[config.mk]
export PLATFORM = sky130hd
export DESIGN_NAME = wb_stage_flat
export DESIGN_NICKNAME = d
export VERILOG_FILES = /design/src/rtl/wb_stage_if.sv /design/src/rtl/wb_stage.sv /design/src/flat_wrapper.sv
export SDC_FILE = /design/constraint.sdc
export NUM_CORES = 1
export LEC_CHECK = 0
export CORE_MARGIN = 5
export CORE_UTILIZATION = 43
export CTS_BUF_LIST = sky130_fd_sc_hd__clkbuf_16
export DETAILED_ROUTE_END_ITERATION = 6
export PLACE_DENSITY = 0.75
export SYNTH_ARGS = -nofsm -noshare
export SYNTH_HDL_FRONTEND = slang
export SYNTH_SLANG_ARGS = --single-unit
[constraint.sdc]
create_clock -name clk -period 2.7 [get_ports clk]
set_clock_uncertainty 0.15 [all_clocks]
set_input_delay 0.81 -clock clk [delete_from_list [all_inputs] [get_ports clk]]
set_output_delay 0.81 -clock clk [all_outputs]
set_load 0.03 [all_outputs]
[src/rtl/wb_stage_if.sv]
// MEM->WB stage bundle: stall/flush control, MEM results in, GRF write port and forwarding bus out.
interface wb_stage_if #(
  parameter int CNT_W = 32
);
  logic              stall;
  logic              flush;
  logic              mem_valid;
  logic [31:0]       mem_pc;
  logic [4:0]        mem_rd;
  logic              mem_regwrite;
  logic [1:0]        mem_wbsel;
  logic [31:0]       mem_alu;
  logic [31:0]       mem_hilo;
  logic [31:0]       mem_rdata;
  logic [2:0]        mem_ldtype;

  logic [4:0]        a3;
  logic [31:0]       WriteData;
  logic              regWrite;
  logic [31:0]       WPC;
  logic              fwd_en;
  logic [4:0]        fwd_rd;
  logic [31:0]       fwd_data;
  logic [CNT_W-1:0]  retired;

  modport master (
    output stall, flush, mem_valid, mem_pc, mem_rd, mem_regwrite, mem_wbsel,
           mem_alu, mem_hilo, mem_rdata, mem_ldtype,
    input  a3, WriteData, regWrite, WPC, fwd_en, fwd_rd, fwd_data, retired
  );

  modport slave (
    input  stall, flush, mem_valid, mem_pc, mem_rd, mem_regwrite, mem_wbsel,
           mem_alu, mem_hilo, mem_rdata, mem_ldtype,
    output a3, WriteData, regWrite, WPC, fwd_en, fwd_rd, fwd_data, retired
  );
endinterface

[src/rtl/wb_stage.sv]
// MEM/WB register plus load/link/HI-LO writeback formatting; one cycle from MEM capture to GRF port.
// stall holds every WB register, flush (dominant) loads a bubble; outputs are formatted combinationally.
module wb_stage #(
  parameter logic [31:0] PC_RESET = 32'h0000_3000,
  parameter int          CNT_W    = 32
) (
  input  logic       clk,
  input  logic       reset,
  wb_stage_if.slave  bus
);

  typedef enum logic [1:0] {
    WB_ALU  = 2'd0,
    WB_LOAD = 2'd1,
    WB_LINK = 2'd2,
    WB_HILO = 2'd3
  } wbsel_e;

  typedef enum logic [2:0] {
    LD_W  = 3'd0,
    LD_B  = 3'd1,
    LD_BU = 3'd2,
    LD_H  = 3'd3,
    LD_HU = 3'd4
  } ldtype_e;

  logic             valid_q,    valid_d;
  logic [31:0]      pc_q,       pc_d;
  logic [4:0]       rd_q,       rd_d;
  logic             regwrite_q, regwrite_d;
  logic [1:0]       wbsel_q,    wbsel_d;
  logic [31:0]      alu_q,      alu_d;
  logic [31:0]      hilo_q,     hilo_d;
  logic [31:0]      rdata_q,    rdata_d;
  logic [2:0]       ldtype_q,   ldtype_d;
  logic [CNT_W-1:0] retired_q,  retired_d;

  logic             retire_inc;

  always_comb begin
    valid_d    = valid_q;
    pc_d       = pc_q;
    rd_d       = rd_q;
    regwrite_d = regwrite_q;
    wbsel_d    = wbsel_q;
    alu_d      = alu_q;
    hilo_d     = hilo_q;
    rdata_d    = rdata_q;
    ldtype_d   = ldtype_q;

    // The bubble keeps the flushed PC so WPC still tracks program order.
    if (bus.flush) begin
      valid_d    = 1'b0;
      pc_d       = bus.mem_pc;
      rd_d       = 5'd0;
      regwrite_d = 1'b0;
      wbsel_d    = WB_ALU;
      alu_d      = 32'd0;
      hilo_d     = 32'd0;
      rdata_d    = 32'd0;
      ldtype_d   = LD_W;
    end else if (!bus.stall) begin
      valid_d    = bus.mem_valid;
      pc_d       = bus.mem_pc;
      rd_d       = bus.mem_rd;
      regwrite_d = bus.mem_regwrite;
      wbsel_d    = bus.mem_wbsel;
      alu_d      = bus.mem_alu;
      hilo_d     = bus.mem_hilo;
      rdata_d    = bus.mem_rdata;
      ldtype_d   = bus.mem_ldtype;
    end
  end

  // An instruction retires when it is allowed to leave WB, regardless of what replaces it.
  assign retire_inc = valid_q & ~bus.stall;

  always_comb begin
    retired_d = retired_q + {{(CNT_W-1){1'b0}}, retire_inc};
  end

  always_ff @(posedge clk or negedge reset) begin
    if (!reset) begin
      valid_q    <= 1'b0;
      pc_q       <= PC_RESET;
      rd_q       <= 5'd0;
      regwrite_q <= 1'b0;
      wbsel_q    <= WB_ALU;
      alu_q      <= 32'd0;
      hilo_q     <= 32'd0;
      rdata_q    <= 32'd0;
      ldtype_q   <= LD_W;
      retired_q  <= '0;
    end else begin
      valid_q    <= valid_d;
      pc_q       <= pc_d;
      rd_q       <= rd_d;
      regwrite_q <= regwrite_d;
      wbsel_q    <= wbsel_d;
      alu_q      <= alu_d;
      hilo_q     <= hilo_d;
      rdata_q    <= rdata_d;
      ldtype_q   <= ldtype_d;
      retired_q  <= retired_d;
    end
  end

  logic [1:0]  byte_off;
  logic [7:0]  load_byte;
  logic [15:0] load_half;
  logic [31:0] load_data;
  logic [31:0] write_data;
  logic        reg_we;

  assign byte_off = alu_q[1:0];

  always_comb begin
    load_byte = rdata_q[7:0];
    case (byte_off)
      2'd0: load_byte = rdata_q[7:0];
      2'd1: load_byte = rdata_q[15:8];
      2'd2: load_byte = rdata_q[23:16];
      2'd3: load_byte = rdata_q[31:24];
      default: load_byte = rdata_q[7:0];
    endcase
  end

  // Halfword loads ignore the low offset bit; misaligned halves fold onto the aligned one.
  assign load_half = byte_off[1] ? rdata_q[31:16] : rdata_q[15:0];

  always_comb begin
    load_data = rdata_q;
    case (ldtype_q)
      LD_B:    load_data = {{24{load_byte[7]}}, load_byte};
      LD_BU:   load_data = {24'd0, load_byte};
      LD_H:    load_data = {{16{load_half[15]}}, load_half};
      LD_HU:   load_data = {16'd0, load_half};
      default: load_data = rdata_q;
    endcase
  end

  always_comb begin
    write_data = alu_q;
    case (wbsel_q)
      WB_ALU:  write_data = alu_q;
      WB_LOAD: write_data = load_data;
      WB_LINK: write_data = pc_q + 32'd8;
      WB_HILO: write_data = hilo_q;
      default: write_data = alu_q;
    endcase
  end

  assign reg_we = valid_q & regwrite_q & (rd_q != 5'd0);

  assign bus.a3        = rd_q;
  assign bus.WriteData = write_data;
  assign bus.regWrite  = reg_we;
  assign bus.WPC       = pc_q;
  assign bus.fwd_en    = reg_we;
  assign bus.fwd_rd    = rd_q;
  assign bus.fwd_data  = write_data;
  assign bus.retired   = retired_q;

endmodule
[src/flat_wrapper.sv]
// flat-port wrapper written by rule: the top's interface ports become plain ports
module wb_stage_flat 
#(
  parameter logic [31:0] PC_RESET = 32'h0000_3000,
  parameter int          CNT_W    = 32
)
  (clk, reset, bus_stall, bus_flush, bus_mem_valid, bus_mem_pc, bus_mem_rd, bus_mem_regwrite, bus_mem_wbsel, bus_mem_alu, bus_mem_hilo, bus_mem_rdata, bus_mem_ldtype, bus_a3, bus_WriteData, bus_regWrite, bus_WPC, bus_fwd_en, bus_fwd_rd, bus_fwd_data, bus_retired);
  wb_stage_if #(.CNT_W(CNT_W)) bus_i ();
  input  logic clk;
  input  logic reset;
  input wire logic [$bits(bus_i.stall)-1:0] bus_stall;
  input wire logic [$bits(bus_i.flush)-1:0] bus_flush;
  input wire logic [$bits(bus_i.mem_valid)-1:0] bus_mem_valid;
  input wire logic [$bits(bus_i.mem_pc)-1:0] bus_mem_pc;
  input wire logic [$bits(bus_i.mem_rd)-1:0] bus_mem_rd;
  input wire logic [$bits(bus_i.mem_regwrite)-1:0] bus_mem_regwrite;
  input wire logic [$bits(bus_i.mem_wbsel)-1:0] bus_mem_wbsel;
  input wire logic [$bits(bus_i.mem_alu)-1:0] bus_mem_alu;
  input wire logic [$bits(bus_i.mem_hilo)-1:0] bus_mem_hilo;
  input wire logic [$bits(bus_i.mem_rdata)-1:0] bus_mem_rdata;
  input wire logic [$bits(bus_i.mem_ldtype)-1:0] bus_mem_ldtype;
  output wire logic [$bits(bus_i.a3)-1:0] bus_a3;
  output wire logic [$bits(bus_i.WriteData)-1:0] bus_WriteData;
  output wire logic [$bits(bus_i.regWrite)-1:0] bus_regWrite;
  output wire logic [$bits(bus_i.WPC)-1:0] bus_WPC;
  output wire logic [$bits(bus_i.fwd_en)-1:0] bus_fwd_en;
  output wire logic [$bits(bus_i.fwd_rd)-1:0] bus_fwd_rd;
  output wire logic [$bits(bus_i.fwd_data)-1:0] bus_fwd_data;
  output wire logic [$bits(bus_i.retired)-1:0] bus_retired;
  assign bus_i.stall = bus_stall;
  assign bus_i.flush = bus_flush;
  assign bus_i.mem_valid = bus_mem_valid;
  assign bus_i.mem_pc = bus_mem_pc;
  assign bus_i.mem_rd = bus_mem_rd;
  assign bus_i.mem_regwrite = bus_mem_regwrite;
  assign bus_i.mem_wbsel = bus_mem_wbsel;
  assign bus_i.mem_alu = bus_mem_alu;
  assign bus_i.mem_hilo = bus_mem_hilo;
  assign bus_i.mem_rdata = bus_mem_rdata;
  assign bus_i.mem_ldtype = bus_mem_ldtype;
  assign bus_a3 = bus_i.a3;
  assign bus_WriteData = bus_i.WriteData;
  assign bus_regWrite = bus_i.regWrite;
  assign bus_WPC = bus_i.WPC;
  assign bus_fwd_en = bus_i.fwd_en;
  assign bus_fwd_rd = bus_i.fwd_rd;
  assign bus_fwd_data = bus_i.fwd_data;
  assign bus_retired = bus_i.retired;
  wb_stage #(.PC_RESET(PC_RESET), .CNT_W(CNT_W)) u_core (.clk(clk), .reset(reset), .bus(bus_i));
endmodule
# Word level (Yosys, flattened, before mapping)
# Cells that the tools add are included.
# Widths: inputs -> output; s select.
# totals
reg_bits,172
latchBits,0
ramBits,0
mem_bits_ro,0
inputBits,144
output_inout_bits,140
memories,0
# classes
n_addsub,2
n_mul,0
div_mod_pow,0
order_cmp,0
eq_ne,11
n_shift,0
n_mux,22
bitwise_logic,4
n_reduce_logical,3
# ops
cell,n
$mux 32,8
$pmux 32 s4,2
$add 32x1->32,1
$add 32x4->32 const B,1
$pmux 8 s4,1
$mux 16,1
$mux 5,2
$eq 2x2->1 const B,4
$eq 3x2->1 const B,2
$mux 3,2
$reduce_bool 5->1,1
$eq 2x1->1 const B,2
$logic_not 2->1,2
$mux 1,4
$mux 2,2
$and 1x1->1,3
$eq 3x1->1 const B,1
$eq 3x3->1 const B,1
$ne 2x1->1 const B,1
$not 1->1,1

# Depth between registers and ports, before layout
# Gate-level depths: netlist of run 1.
# depth
ltp_word,4
depth_mapped,10
ltp_nobuf,7

# Worst setup path before layout of run 1
# Ideal clock, no wire load.
# synth_timing
path_kind,register to output
start,"register u_core.pc_q[3], in the netlist u_core.bus.WPC[3]"
end,output port bus_fwd_data[15]
arrival_ps,2538
path_slack_ps,-798
path_stages_with_launch,10
path_cell_list,dfrtp_1 > ha_1 > and4_1 > clkbuf_2 > and2_1 > clkbuf_1 > nand3_1 > xor2_1 > o211ai_1 > buf_4
# synth_between
elab_chain_cells,2
# synth_lines
item,line,rtl
start: declaration,wb_stage.sv:28,"logic [31:0] pc_q, pc_d;"
start signal: assignment,wb_stage.sv:96,pc_q <= pc_d;
$add 32x4->32,wb_stage.sv:147,WB_LINK: write_data = pc_q + 32'd8;
$pmux 32 s4,wb_stage.sv:144,case (wbsel_q)
end: declaration,flat_wrapper.sv:28,output wire logic [$bits(bus_i.fwd_data)-1:0] bus_fwd_data;
# Every way passes these cells.

# Worst setup path after layout of run 1
# layout_timing
start,"register u_core.pc_q[13], in the netlist u_core.bus.WPC[13]"
end,output port bus_fwd_data[29]
# Same word-level chain as after synthesis.

==> results by group, run 1 <==
Yosys
  • Syn_nets: 1,048
  • Synth warn: 0
  • XOR/XNOR Fraction of Synth Area: 4.73%
  • Post-synthesis adder-cell area fraction: 0.513%
  • Most instantiated cells after synthesis: 170 x dfrtp_1, 151 x nor2_1, 119 x mux2i_1
  • Synth area leader: dfrtp_1
  • Multiplexer share of the synthesized area: 18.1%
  • EDFF count, synth: 0
  • Simple-gate portion of the synthesized area: 14.1%
  • Most frequent cell after synthesis: dfrtp_1
  • Largest family of logic cells by synthesized area: multiplexers
  • Unique masters post-synth: 61
  • Share of the yosys chip area belonging to registers: 46.5%
  • Mean post-synth cell area: 10.3 um2
  • Post-synth ARST share: 100%
  • Syn Inst Count: 901
  • Area fraction in compound gates after synthesis: 10.3%
  • Mapped cell area: 9260 um2
  • Synth Flop Type: dfrtp_1
  • Synth area leaders: dfrtp_1 46%, mux2i_1 13%, nor2_1 6.1%, mux2_2 5.0%, buf_4 3.1%
  • Top cell type's share of synthesized area: 45.9%
  • Yosys reg bits: 172

Status
  • Violations in the final reports: setup timing
  • Status: finished, violations left

Global routing
  • Largest net degree at the start of global routing: 109
  • First-pass GRT wire length: 49.0 mm
  • Gr usage total: 25.6%
  • Grt ovf: 0
  • Initial antenna violation count: 1
  • Vias in the first global route: 8,694

Setup path
  • CP max FO: 2
  • CP Launch Type: flip-flop
  • Reg-to-reg critical path endpoint: u_core.bus.retired[13]
  • Required @ worst endpoint: 1.74 ns
  • Slack of the worst reg-to-reg path: 0.74 ns
  • Kind of critical path: flip-flop to primary output
  • Arrival time worst endpoint: 2.49 ns
  • R2r startpoint: u_core.valid_q
  • Reg2reg path depth: 6
  • Crit end category: primary output

STA
  • RSZ-0062 raised after global routing: true
  • Final Hold Violating Endpoints: 0
  • Worst-Margin Slew: 0.698 ns
  • Final setup violation count: 64
  • Pins Over Slew Limit: 0
  • Max-Slew Margin vs Limit: 53.4%
  • Final WS setup: -0.749 ns
  • Period Utilization, post-route: 128%
  • Maximum clock frequency: 290 MHz
  • Fin Setup TNS: -38.50 ns
  • Crit path time final: 3.45 ns

Clock tree
  • CTS Sinks: 172
  • Clk buf depth: 2
  • H-tree Lvls: 4
  • TritonCTS clock tree: yes
  • CTS Buf Count: 17
  • Worst skew pair latency: 0.44 ns
  • CTS root buf: clkbuf_16
  • Reg clk slew, reported paths: 0.08 ns

Floorplanning
  • Starting Density: 43.9%
  • Row count: 53
  • CORE AREA: 21,100 um2
  • Die Width: 157 um
  • Chip Height: 157 um
  • Die area: 24,600 um2
  • # IOs: 284

Place
  • Placement Setup Slack: -0.541 ns
  • HPWL after detailed placement: 23.8 mm
  • GP Congestion: 0.890
  • PortBufs: 283
  • Inst Count DP: 1,506

Layout
  • Fill count: 1,566
  • Area delta synth->final: 58.7%
  • Layout cells sized above 1: 31.6%
  • # nets final: 1,420
  • Utilization after layout: 69.7%
  • Final Non-Filler Cells: 1,562

Power
  • Clk pwr share: 31.7%
  • Static Leak: 6.57 nW
  • Int Pwr: 5.18 mW
  • Cell Pwr Density: 527 nW/um2
  • Net Sw Frac: 33.1%
  • Sequential Power Share: 37.3%
  • Worst vdd ir: 0.357 mV
  • P_sw: 2.56 mW
  • Logic pwr share: 31.0%
  • Tot Pwr: 7.74 mW

Min path
  • Worst min path class: input pin to asynchronous set/reset pin

Drt
  • Vias: 8,523
  • Vias per cell: 5.46
  • Drt wl/cell: 20.4 um
  • Routed Antenna Nets: 0
  • Initial DRC Count: 512
  • Routed WL: 31.9 mm
  • Drt pass-1 iters: 5
  • # DRC: 0

Job
  • Max-cap viol count: 0
## kinds of logic after synthesis
logic type,Yosys count
compound gates,127
simple gates,288
flops,172
fa+ha+maj,4
mux,161
buf+inv,99
xor+xnor,50
## critical path, stage by stage, from the launching register on
cell and delay, ns:
dfstp_2 0.53, and3_4 0.18, buf_6 0.09, buf_6 0.08
nand4_1 0.13, or3_1 0.39, xor2_1 0.15, o211ai_1 0.19
buf_4 0.17, buf_6 0.13
## cell usage in the layout, fill, tap and decap left out, types with 3 or more instances in the layout
cell type,n
clkbuf_16,17
inv_6,4
mux2i_1,116
nor3_1,4
nand2b_1,3
buf_12,12
a21oi_1,9
nand4_1,16
dfrtp_2,12
a31oi_1,4
o21ai_2,7
nand3_1,26
o311a_1,3
inv_8,4
nor2_1,147
nor2_2,3
inv_1,8
o22ai_1,9
a22oi_1,13
a21oi_4,8
a221oi_4,5
mux2_2,40
a21oi_2,4
nand2_1,40
o221ai_4,9
xnor2_1,29
xor2_1,18
dfrtp_1,158
nand2_2,5
and4_1,5
a22o_1,4
clkdlybuf4s50_1,212
o211ai_1,13
buf_4,145
buf_6,72
o21ai_0,11
nor2b_1,3
o21ai_1,4
and3_1,12
## how the worst max path moves through the flow
stage / start / endpoint / slack, ns / cells past startpoint
6_report: u_core.bus.WPC[13] / bus_fwd_data[29] / -0.75 / 9
5_1_grt: u_core.bus.WPC[12] / bus_fwd_data[29] / -0.89 / 9
4_1_cts: u_core.bus.WPC[12] / bus_fwd_data[29] / -0.75 / 9
3_5_place_dp: u_core.alu_q[1] / bus_fwd_data[21] / -0.54 / 6
3_3_place_gp: u_core.alu_q[1] / bus_fwd_data[21] / -0.50 / 6
2_1_floorplan: u_core.bus.WPC[20] / bus_fwd_data[29] / -0.61 / 7
## what timing repair did
action / 4_1_cts / 5_1_grt
setup endpoints to repair: 68 / 66
setup buffers: 18 / 8
gates resized for setup: 167 / 43
hold buffers: 0 / 0
pin swaps: 34 / 24
## registers in the layout, summed over array words and instances, names as in the netlist
signal              count
u_core.ldtype_q         3
u_core.alu_q           32
u_core.hilo_q          32
u_core.wbsel_q          2
u_core.regwrite_q       1
u_core.bus.a3           5
u_core.rdata_q         32
u_core.bus.retired     32
u_core.bus.WPC         32
u_core.valid_q          1
## final cells by class
type	count	area, um2	area share [%]
multi-input cells	630	5120	34.9
flip-flops and latches	172	4320	29.4
repair buffers	444	4290	29.2
clock buffers	17	425	2.89
well taps	275	344	2.34
clock inverters	15	155	1.06
inverters	8	32.5	0.221
diodes	1	2.50	0.0170
## power groups by stage
stage / Clock, mW / Sequential, mW / Combinational (mW)
2_1_floorplan: 0 / 3.06 / 1.09
6_report: 2.46 / 2.88 / 2.40
5_1_grt: 2.61 / 2.90 / 2.53
3_3_place_gp: 0 / 2.92 / 2.17
4_1_cts: 2.49 / 2.88 / 2.35
3_5_place_dp: 0 / 2.93 / 2.20
## per-layer routing
layer | global-route usage [%] | vias up | share of wire [%]
met2 | 42.9 | 341 | 49
li1 | - | 3922 | -
met4 | 6.45 | 0 | 2.1
met1 | 34.0 | 4220 | 41
met3 | 5.59 | 40 | 6.9
met5 | 0 | - | 0
## per-stage QoR
step	hold WS, ns	area (um2)
after CTS	0.109	14500
final	0.108	14700
after detailed placement	0.322	13400
after floorplan	0.330	9810
after global placement	0.312	13400
after global routing	0.117	14700
No activity file was read; power rests on OpenSTA's default activity.
==> run 2: changes to the inputs <==
==> constraint.sdc (replaced) <==
create_clock -name clk -period 2.7 [get_ports clk]
set_clock_uncertainty 0.15 [all_clocks]
set_input_delay 0.54 -clock clk [delete_from_list [all_inputs] [get_ports clk]]
set_output_delay 0.54 -clock clk [all_outputs]
set_load 0.03 [all_outputs]
==> run 2 against run 1 <==
  * The flow still finishes with violations (setup timing)
  * Core utilization shrank 2.8 points
  * Die area is the same
  * Routed wire length grew 3.1%
  * Final area shrank 4.1%
  * Sequential share of layout area grew 1.2 points
  * Combinational power shrank 5%
  * Via count shrank 2.7%
  * Largest power group unchanged
==> results by group, run 2 (synthesized netlist as in run 1, its figures left out) <==
Floorplanning
  • # IOs: 284
  • CORE AREA: 21,100 um2
  • Die area: 24,600 um2
  • Row count: 53
  • Die Width: 157 um
  • Starting Density: 43.9%
  • Chip Height: 157 um

Layout
  • N_diodes: 0
  • Area delta synth->final: 52.2%
  • Layout cells sized above 1: 26.9%
  • # nets final: 1,360
  • Most common cell after layout, fill and taps aside: clkdlybuf4s50_1
  • Utilization after layout: 66.9%
  • Commonest non-fill, non-tap cells in the layout: 214 x clkdlybuf4s50_1, 161 x dfrtp_1, 145 x nor2_1, 119 x mux2i_1, 95 x buf_4
  • Fill count: 1,661

Min path
  • Sink of the worst hold path: u_core.hilo_q[15]
  • Hold Startpoint: bus_flush
  • Hold path cells: 2
  • Worst min path class: input pin to flip-flop

Place
  • PortBufs: 283
  • GP Congestion: 0.954
  • HPWL after detailed placement: 24.4 mm

Setup path
  • Reg-to-reg critical path endpoint: u_core.bus.retired[12]
  • R2r startpoint: u_core.valid_q
  • Slack of the worst reg-to-reg path: 0.51 ns
  • CP most frequent cell: buf_6
  • Crit end category: primary output
  • Worst path max stage delay: 0.58 ns
  • Required @ worst endpoint: 2.01 ns
  • Arrival time worst endpoint: 2.45 ns
  • Reg2reg path depth: 7
  • CP max FO: 2
  • Kind of critical path: flip-flop to primary output
  • CP Launch Type: flip-flop
  • Crit path cell chain: mux4_2, buf_4, buf_6, o221a_4, a21oi_2, o311a_1, nor2_4, buf_6
  • Slowest stage cell, crit path: mux4_2

Drt
  • Routed WL: 32.8 mm
  • Vias: 8,293
  • Drt wl/cell: 21.9 um
  • Initial DRC Count: 506
  • Vias per cell: 5.52
  • Routed Antenna Nets: 0
  • Drt pass-1 iters: 5
  • # DRC: 0

Power
  • Tot Pwr: 7.44 mW
  • Worst vdd ir: 0.397 mV
  • Cell Pwr Density: 527 nW/um2
  • Static Leak: 6.25 nW

Clock tree
  • CTS root buf: clkbuf_16
  • Reg clk slew, reported paths: 0.07 ns
  • Clk buf depth: 2
  • H-tree Lvls: 4
  • CTS Sinks: 172
  • CTS Buf Count: 17
  • Worst skew pair latency: 0.43 ns
  • TritonCTS clock tree: yes

STA
  • Final Hold Violating Endpoints: 0
  • Worst-Margin Slew: 0.787 ns
  • Pins Over Slew Limit: 0
  • Final WS setup: -0.436 ns
  • Maximum clock frequency: 319 MHz
  • Hold Slack: 0.291 ns
  • RSZ-0062 raised after global routing: true
  • Final setup violation count: 64
  • Period Utilization, post-route: 116%
  • Max-Slew Margin vs Limit: 47.5%
  • Crit path time final: 3.14 ns

Status
  • Violations in the final reports: setup timing
  • Status: finished, violations left

Global routing
  • Gr usage total: 26.1%
  • First-pass GRT wire length: 49.2 mm
  • Grt ovf: 0
  • Largest net degree at the start of global routing: 109
  • Vias in the first global route: 8,551
  • Initial antenna violation count: 3

Job
  • Max-cap viol count: 0
run 2: cell type report:
cell class | count | area (um2) | area share (%)
inverters | 8 | 33.8 | 0.240
clock inverters | 15 | 97.6 | 0.692
multi-input cells | 630 | 5010 | 35.6
clock buffers | 17 | 425 | 3.02
repair buffers | 384 | 3870 | 27.4
well taps | 275 | 344 | 2.44
flip-flops and latches | 172 | 4320 | 30.6
run 2: through the flow:
step	cell area [um2]	setup WS [ns]	setup TNS, ns	instances
2_1_floorplan	9500	-0.345	-1.52	901
3_3_place_gp	12700	-0.00964	-0.0377	1444
3_5_place_dp	12700	-0.0643	-0.746	1444
4_1_cts	13800	-0.477	-22.57	1490
5_1_grt	14100	-0.526	-25.50	1501
6_report	14100	-0.436	-20.19	1501
run 2: metal layers:
layer  track usage [%]  routed length [um]  vias up
met5                 0                  21        -
met1              31.7               12800     4115
met4              7.73                 855        4
met2              44.8               16300      346
met3              7.94                2870       53
li1                  -                   -     3775
run 2: what timing repair did:
item / in CTS / in global routing
endpoints found under the hold margin: 50 / 0
pin swaps: 32 / 30
buffers inserted: 14 / 13
cloned: 1 / 1
resized for setup: 97 / 35
hold buffers: 1 / 0
endpoints found under the setup margin: 66 / 64
run 2: worst max-delay path by stage:
stage	slack [ns]	from	to	depth (start not counted)
floorplan	-0.34	u_core.bus.WPC[20]	bus_fwd_data[29]	7
finish	-0.44	u_core.alu_q[1]	bus_fwd_data[14]	8
CTS	-0.48	u_core.rdata_q[15]	bus_fwd_data[18]	7
global route	-0.53	u_core.alu_q[1]	bus_WriteData[27]	8
global placement	-0.01	u_core.rdata_q[15]	bus_WriteData[18]	7
detailed placement	-0.06	u_core.rdata_q[15]	bus_WriteData[27]	7
run 2: where the power goes:
group / internal (mW) / leakage, nW / switching, mW / total, mW
Combinational: 1.05 / 3.76 / 1.23 / 2.28
Sequential: 2.74 / 2.24 / 0.160 / 2.90
Clock: 1.17 / 0.257 / 1.08 / 2.25
run 2: critical path: cells and delay by family (launching register included):
kind	cells	cell delay (ns)
muxes	1	0.58
AOI/OAI and AO/OA	3	0.56
buffers and inverters	3	0.43
DFF	1	0.39
and+or+nand+nor	1	0.06
